==> config.mk <==
export PLATFORM = sky130hd
export DESIGN_NAME = y86_seq_ctrl_flat
export DESIGN_NICKNAME = d
export VERILOG_FILES = /design/src/rtl/y86_pkg.sv /design/src/rtl/y86_seq_ctrl_if.sv /design/src/rtl/y86_mem_wait.sv /design/src/rtl/y86_seq_ctrl.sv /design/src/flat_wrapper.sv
export SDC_FILE = /design/constraint.sdc
export NUM_CORES = 1
export LEC_CHECK = 0
export CAP_MARGIN = 20
export CORE_MARGIN = 2
export CORE_UTILIZATION = 40
export DETAILED_ROUTE_END_ITERATION = 16
export HOLD_SLACK_MARGIN = 0.05
export PLACE_DENSITY = 0.75
export SLEW_MARGIN = 20
export SYNTH_ARGS = -nofsm -noshare
export SYNTH_HDL_FRONTEND = slang
export SYNTH_SLANG_ARGS = --single-unit
==> constraint.sdc <==
create_clock -name clk -period 6.2 [get_ports clk]
set_clock_uncertainty 0.2 [all_clocks]
set_input_delay 1.24 -clock clk [delete_from_list [all_inputs] [get_ports clk]]
set_output_delay 1.24 -clock clk [all_outputs]
set_load 0.02 [all_outputs]
==> src/rtl/y86_pkg.sv <==
// Shared definitions for the Y86-64 sequential control path: status codes, sequencer
// states and stage-strobe bit positions.
package y86_pkg;

  localparam logic [2:0] STAT_AOK = 3'd1;
  localparam logic [2:0] STAT_HLT = 3'd2;
  localparam logic [2:0] STAT_ADR = 3'd3;
  localparam logic [2:0] STAT_INS = 3'd4;

  localparam int unsigned STAGE_FETCH     = 0;
  localparam int unsigned STAGE_DECODE    = 1;
  localparam int unsigned STAGE_EXECUTE   = 2;
  localparam int unsigned STAGE_MEMORY    = 3;
  localparam int unsigned STAGE_WRITEBACK = 4;
  localparam int unsigned STAGE_PC_UPDATE = 5;

  typedef enum logic [2:0] {
    StIdle,
    StFetch,
    StDecode,
    StExecute,
    StMemory,
    StWriteback,
    StPcUpdate,
    StHalt
  } seq_state_e;

  function automatic logic [5:0] stage_strobe(seq_state_e s);
    logic [5:0] en;
    en = '0;
    case (s)
      StFetch:     en[STAGE_FETCH]     = 1'b1;
      StDecode:    en[STAGE_DECODE]    = 1'b1;
      StExecute:   en[STAGE_EXECUTE]   = 1'b1;
      StMemory:    en[STAGE_MEMORY]    = 1'b1;
      StWriteback: en[STAGE_WRITEBACK] = 1'b1;
      StPcUpdate:  en[STAGE_PC_UPDATE] = 1'b1;
      default:     en = '0;
    endcase
    return en;
  endfunction

endpackage

==> src/rtl/y86_seq_ctrl_if.sv <==
// Signal bundle between the sequencer (master) and the fetch/decode/memory datapath (slave).
interface y86_seq_ctrl_if #(
  parameter int unsigned ADDR_W = 64,
  parameter int unsigned CNT_W  = 32
) ();
  logic              start;
  logic [ADDR_W-1:0] reset_pc;
  logic              instr_valid;
  logic              imem_er;
  logic              hlt_er;
  logic              need_mem;
  logic              mem_ready;
  logic              dmem_er;
  logic [ADDR_W-1:0] new_pc;
  logic [ADDR_W-1:0] pc;
  logic [5:0]        stage_en;
  logic              mem_req;
  logic [2:0]        stat;
  logic              halted;
  logic [CNT_W-1:0]  cycle_cnt;
  logic [CNT_W-1:0]  instr_cnt;

  modport master (
    input  start, reset_pc, instr_valid, imem_er, hlt_er, need_mem, mem_ready, dmem_er, new_pc,
    output pc, stage_en, mem_req, stat, halted, cycle_cnt, instr_cnt
  );

  modport slave (
    output start, reset_pc, instr_valid, imem_er, hlt_er, need_mem, mem_ready, dmem_er, new_pc,
    input  pc, stage_en, mem_req, stat, halted, cycle_cnt, instr_cnt
  );
endinterface

==> src/rtl/y86_mem_wait.sv <==
// MEMORY-state wait counter: reports normal completion or an address fault, where a
// missing mem_ready after MEM_TIMEOUT cycles counts as a fault.
module y86_mem_wait #(
  parameter int unsigned MEM_TIMEOUT = 16
) (
  input  logic clk,
  input  logic rst,
  input  logic active_i,
  input  logic mem_ready_i,
  input  logic dmem_er_i,
  output logic done_o,
  output logic fault_o
);
  // The cycle whose count would reach MEM_TIMEOUT is the last one allowed.
  localparam logic [7:0] LAST_WAIT = 8'(MEM_TIMEOUT - 1);

  logic [7:0] wait_q, wait_d;
  logic       timeout;

  assign timeout = active_i && !mem_ready_i && (wait_q == LAST_WAIT);
  assign done_o  = active_i && mem_ready_i && !dmem_er_i;
  assign fault_o = active_i && ((mem_ready_i && dmem_er_i) || timeout);

  always_comb begin
    wait_d = 8'd0;
    if (active_i && !mem_ready_i) wait_d = wait_q + 8'd1;
  end

  always_ff @(posedge clk or posedge rst) begin
    if (rst) wait_q <= 8'd0;
    else     wait_q <= wait_d;
  end
endmodule

==> src/rtl/y86_seq_ctrl.sv <==
// Multi-cycle Y86-64 sequencer: walks one instruction through the six stages, owns PC and
// status, and counts active cycles and retired instructions.
module y86_seq_ctrl
  import y86_pkg::*;
#(
  parameter int unsigned ADDR_W      = 64,
  parameter int unsigned IMEM_BYTES  = 2048,
  parameter int unsigned MEM_TIMEOUT = 16,
  parameter int unsigned CNT_W       = 32
) (
  input logic            clk,
  input logic            rst,
  y86_seq_ctrl_if.master bus
);
  localparam logic [ADDR_W-1:0] IMEM_LIMIT = ADDR_W'(IMEM_BYTES);

  seq_state_e        state_q, state_d;
  logic [ADDR_W-1:0] pc_q;
  logic [2:0]        stat_q, stat_d;
  logic [5:0]        stage_en_q;
  logic              mem_req_q;
  logic              halted_q;
  logic              need_mem_q;
  logic [CNT_W-1:0]  cycle_q, instr_q;
  logic              mem_done, mem_fault;

  y86_mem_wait #(
    .MEM_TIMEOUT(MEM_TIMEOUT)
  ) u_mem_wait (
    .clk        (clk),
    .rst        (rst),
    .active_i   (state_q == StMemory),
    .mem_ready_i(bus.mem_ready),
    .dmem_er_i  (bus.dmem_er),
    .done_o     (mem_done),
    .fault_o    (mem_fault)
  );

  always_comb begin
    state_d = state_q;
    stat_d  = stat_q;
    unique case (state_q)
      StIdle: if (bus.start) state_d = StFetch;
      StFetch: begin
        if ((pc_q >= IMEM_LIMIT) || bus.imem_er) begin
          stat_d  = STAT_ADR;
          state_d = StHalt;
        end else if (!bus.instr_valid) begin
          stat_d  = STAT_INS;
          state_d = StHalt;
        end else if (bus.hlt_er) begin
          stat_d  = STAT_HLT;
          state_d = StHalt;
        end else begin
          state_d = StDecode;
        end
      end
      StDecode:  state_d = StExecute;
      StExecute: state_d = need_mem_q ? StMemory : StWriteback;
      StMemory: begin
        if (mem_fault) begin
          stat_d  = STAT_ADR;
          state_d = StHalt;
        end else if (mem_done) begin
          state_d = StWriteback;
        end
      end
      StWriteback: state_d = StPcUpdate;
      StPcUpdate:  state_d = StFetch;
      StHalt:      state_d = StHalt;
    endcase
  end

  // Outputs are registered from the next state so they line up with state_q.
  always_ff @(posedge clk or posedge rst) begin
    if (rst) begin
      state_q    <= StIdle;
      pc_q       <= '0;
      stat_q     <= STAT_AOK;
      stage_en_q <= '0;
      mem_req_q  <= 1'b0;
      halted_q   <= 1'b0;
      need_mem_q <= 1'b0;
      cycle_q    <= '0;
      instr_q    <= '0;
    end else begin
      state_q    <= state_d;
      stat_q     <= stat_d;
      stage_en_q <= stage_strobe(state_d);
      mem_req_q  <= (state_d == StMemory);
      halted_q   <= (state_d == StHalt);
      if ((state_q != StIdle) && (state_q != StHalt)) cycle_q <= cycle_q + CNT_W'(1);
      if ((state_q == StIdle) && bus.start) pc_q <= bus.reset_pc;
      if (state_q == StDecode) need_mem_q <= bus.need_mem;
      if (state_q == StPcUpdate) begin
        pc_q    <= bus.new_pc;
        instr_q <= instr_q + CNT_W'(1);
      end
    end
  end

  assign bus.pc        = pc_q;
  assign bus.stage_en  = stage_en_q;
  assign bus.mem_req   = mem_req_q;
  assign bus.stat      = stat_q;
  assign bus.halted    = halted_q;
  assign bus.cycle_cnt = cycle_q;
  assign bus.instr_cnt = instr_q;
endmodule

==> src/flat_wrapper.sv <==
// flat-port wrapper written by rule: the top's interface ports become plain ports
module y86_seq_ctrl_flat import y86_pkg::*;
#(
  parameter int unsigned ADDR_W      = 64,
  parameter int unsigned IMEM_BYTES  = 2048,
  parameter int unsigned MEM_TIMEOUT = 16,
  parameter int unsigned CNT_W       = 32
)
  (clk, rst, bus_start, bus_reset_pc, bus_instr_valid, bus_imem_er, bus_hlt_er, bus_need_mem, bus_mem_ready, bus_dmem_er, bus_new_pc, bus_pc, bus_stage_en, bus_mem_req, bus_stat, bus_halted, bus_cycle_cnt, bus_instr_cnt);
  y86_seq_ctrl_if #(.ADDR_W(ADDR_W), .CNT_W(CNT_W)) bus_i ();
  input logic clk;
  input logic rst;
  input wire logic [$bits(bus_i.start)-1:0] bus_start;
  input wire logic [$bits(bus_i.reset_pc)-1:0] bus_reset_pc;
  input wire logic [$bits(bus_i.instr_valid)-1:0] bus_instr_valid;
  input wire logic [$bits(bus_i.imem_er)-1:0] bus_imem_er;
  input wire logic [$bits(bus_i.hlt_er)-1:0] bus_hlt_er;
  input wire logic [$bits(bus_i.need_mem)-1:0] bus_need_mem;
  input wire logic [$bits(bus_i.mem_ready)-1:0] bus_mem_ready;
  input wire logic [$bits(bus_i.dmem_er)-1:0] bus_dmem_er;
  input wire logic [$bits(bus_i.new_pc)-1:0] bus_new_pc;
  output wire logic [$bits(bus_i.pc)-1:0] bus_pc;
  output wire logic [$bits(bus_i.stage_en)-1:0] bus_stage_en;
  output wire logic [$bits(bus_i.mem_req)-1:0] bus_mem_req;
  output wire logic [$bits(bus_i.stat)-1:0] bus_stat;
  output wire logic [$bits(bus_i.halted)-1:0] bus_halted;
  output wire logic [$bits(bus_i.cycle_cnt)-1:0] bus_cycle_cnt;
  output wire logic [$bits(bus_i.instr_cnt)-1:0] bus_instr_cnt;
  assign bus_i.start = bus_start;
  assign bus_i.reset_pc = bus_reset_pc;
  assign bus_i.instr_valid = bus_instr_valid;
  assign bus_i.imem_er = bus_imem_er;
  assign bus_i.hlt_er = bus_hlt_er;
  assign bus_i.need_mem = bus_need_mem;
  assign bus_i.mem_ready = bus_mem_ready;
  assign bus_i.dmem_er = bus_dmem_er;
  assign bus_i.new_pc = bus_new_pc;
  assign bus_pc = bus_i.pc;
  assign bus_stage_en = bus_i.stage_en;
  assign bus_mem_req = bus_i.mem_req;
  assign bus_stat = bus_i.stat;
  assign bus_halted = bus_i.halted;
  assign bus_cycle_cnt = bus_i.cycle_cnt;
  assign bus_instr_cnt = bus_i.instr_cnt;
  y86_seq_ctrl #(.ADDR_W(ADDR_W), .IMEM_BYTES(IMEM_BYTES), .MEM_TIMEOUT(MEM_TIMEOUT), .CNT_W(CNT_W)) u_core (.clk(clk), .rst(rst), .bus(bus_i));
endmodule
==> results.cfg <==
[run_status]
outcome = finished, final reports clean

[grt]
grt_max_degree = 110
grt_pass1_wl_mm = 31.3
grt_overflow = 0
grt_pass1_vias = 6068
antenna_found_initial = 1
track_usage_pct = 22.0

[die]
die_area_um2 = 18100
ioPinCount = 276
coreArea_um2 = 16600
die_w_um = 134
num_rows = 47
initial_core_util_pct = 41.0
die_h_um = 134

[synth]
postSynth.asyncResetShare_pct = 100
synth_cells = 711
synth-seq-cells = 150
synthTopCellsByArea = dfrtp_1 55%, nand2_1 8.9%, xnor2_1 5.9%, a31oi_1 5.9%, nor2_1 5.4%
yosysWarnings = 0
synth_ff_type = dfrtp_1
yosys.cell_types.count = 42
avgSynthCellArea_um2 = 9.56
synth-edff-count = 0
synth_top_area_share_pct = 54.8
yosys.area.top_type = dfrtp_1
syn_area_um2 = 6800
synth.yosys.seq_area_share_pct = 55.2
synth_nets = 851

[clock_tree]
post_cts_resized = 0
h-tree-depth = 4
cts_hold_buf = 0
cts.sinks = 150
cts_buffers = 17
insertion_delay_ps = 420
cts_tree = yes
clk_pin_slew_ps = 60
cts_setup_buffers = 0
clockRootBuffer = clkbuf_16
clockBufferDepth = 2

[placed_design]
dpl_cell_area_um2 = 9740
portBuffers = 275
dp_hpwl_mm = 14.1
dp_cells = 1176
gp_congestion = 0.846

[pwr]
p_leak_nw = 4.42
power_mw = 2.31
powerDensity_nw_per_um2 = 223
peakVddDrop_v = 0.000177

[cells_and_area]
layout.nets = 1115
final_cell_count_no_fill = 1207
drive_above_1_share_pct = 5.58
nFillCells = 1406
syn_to_final_growth_pct = 52.4
finalInstanceArea_um2 = 10400

[setup_path]
worstPathMaxFanout = 89
worstSetupStartpointType = input pin
slowest_stage = a21oi_4
cp_slowest_stage_delay_ps = 830
crit_type = input pin to flop
crit_family = compound AO/OA/AOI/OAI gates
cp.arrival_ps = 3340
required_ps = 6330
worst-path-buf-inv = 2
crit_chain = clkdlybuf4s50_1 -> nand2_1 -> a21oi_4 -> buf_12 -> nor2_1 -> a31oi_1
cp-end-kind = flop

[route]
avgViaCountPerCell = 5.01
wl_per_cell_um = 16.2
drc = 0
drt_iter0_markers = 373
vias = 6042
antenna_left = 0
drt-total-wl_mm = 19.5
dr.pass1.iters = 5

[sta]
relSlewSlack_pct = 30.0
timing.fmax_mhz = 312
rsz0062_at_grt = false
tns_ps = 0
finalHoldViolations = 0
slew_violations = 0
min_period_ps = 3210
final-setup-viol-count = 0
worst_pin_slew_ps = 1050
final.period_utilization_pct = 51.8

[min_path]
hold_path_class = flop to flop

[job]
max_cap_viol_count = 0
-- final cells by class --
| type | count | area (µm²) | share of cell area, % |
|---|---|---|---|
| Inverter | 11 | 48.8 | 0.471 |
| Sequential cell | 150 | 3750 | 36.2 |
| Timing Repair Buffer | 279 | 2800 | 27.0 |
| Antenna cell | 1 | 2.50 | 0.0242 |
| Multi-Input combinational cell | 516 | 2870 | 27.7 |
| Tap cell | 220 | 275 | 2.66 |
| Clock buffer | 22 | 494 | 4.77 |
| Clock inverter | 8 | 121 | 1.17 |
-- kinds of logic (layout without fill, tap and decap cells) --
kind of cell / count (synthesis) / count (layout) / synth area share (%)
other: 0 / 1 / 0
and+or+nand+nor: 363 / 363 / 24.9
AOI/OAI and AO/OA: 80 / 80 / 7.45
DFF: 150 / 150 / 55.2
xor gates and xnor gates: 68 / 68 / 8.76
muxes: 2 / 2 / 0.331
buffers and inverters: 45 / 320 / 2.76
adders and majority gates: 3 / 3 / 0.552
-- sequential cells by signal, indices dropped and copies added, names as in the netlist --
name / cells
u_core.bus.pc: 64
u_core.bus.cycle_cnt: 32
u_core.bus.instr_cnt: 32
u_core.u_mem_wait.wait_q: 8
u_core.bus.stage_en: 6
u_core.bus.stat: 3
u_core.state_q: 3
u_core.bus.halted: 1
u_core.need_mem_q: 1
-- cells in the final DEF, fill, tap and decap left out, types with 7 or more instances in the layout --
cell type and instances:
nand2_1 162, clkdlybuf4s50_1 275, inv_1 10, nor2_1 97
a31oi_1 64, nor4_1 14, nand4_1 20, nand3_1 24
and3_1 7, dfrtp_1 149, xnor2_1 46, clkbuf_16 17
xor2_1 22
-- power breakdown --
group | switching [mW] | leakage, nW | internal (mW)
registers | 0.0193 | 1.91 | 1.00
logic | 0.0901 | 2.21 | 0.127
clock network | 0.392 | 0.304 | 0.681
-- per-layer routing --
layer | vias to the layer above | wire, µm | share of wire (%) | track usage, %
li1 | 2943 | - | - | -
met1 | 2829 | 8050 | 41 | 27.1
met2 | 227 | 9440 | 48 | 36.0
met3 | 43 | 1400 | 7.2 | 6.73
met4 | 0 | 627 | 3.2 | 9.06
met5 | - | 0 | 0 | 0
-- final timing paths --
path                                                        from                                     to  slack, ps  cells past startpoint
max                                                    bus_start          u_core.bus.pc[16]$_DFFE_PP0P_       2990                      6
min                        u_core.u_mem_wait.wait_q[0]$_DFF_PP0_  u_core.u_mem_wait.wait_q[0]$_DFF_PP0_        250                      1
max reg2reg                          u_core.state_q[2]$_DFF_PP0_          u_core.bus.pc[16]$_DFFE_PP0P_       3560                      6
min reg2reg                u_core.u_mem_wait.wait_q[0]$_DFF_PP0_  u_core.u_mem_wait.wait_q[0]$_DFF_PP0_        250                      1
max in group asynchronous                                    rst          u_core.bus.pc[13]$_DFFE_PP0P_       3570                      3
min in group asynchronous                                    rst  u_core.u_mem_wait.wait_q[1]$_DFF_PP0_       1190                      2
-- through the flow --
step / util (%) / hold slack [ps] / worst slack, ps
CTS: 62.4 / 253 / 3010
floorplan: - / 225 / 725
global route: 62.5 / 272 / 2820
global placement: 58.7 / 244 / 2690
finish: 62.5 / 250 / 2990
detailed placement: 58.7 / 244 / 2580
-- worst register-to-register path, stage by stage (launching register included) --
cell,delay [ps]
dfrtp_1,530
nor2_1,200
nand2_1,110
a21oi_4,830
buf_12,390
nor2_1,130
a31oi_1,170
-- Yosys cell counts (4+ instances only) --
| cell type | count |
|---|---|
| nor3_2 | 5 |
| nand2_1 | 162 |
| a21oi_1 | 5 |
| o21ai_0 | 4 |
| nor4_1 | 14 |
| and4_1 | 6 |
| buf_2 | 12 |
| nor2b_1 | 4 |
| and3_1 | 7 |
| and2_1 | 4 |
| buf_1 | 5 |
| inv_1 | 11 |
| xor2_1 | 22 |
| nor3_1 | 5 |
| dfrtp_1 | 149 |
| nand3_1 | 24 |
| nor2_1 | 97 |
| nand4_1 | 20 |
| clkbuf_1 | 16 |
| a31oi_1 | 64 |
| xnor2_1 | 46 |
No activity file was read; power rests on OpenSTA's default activity.
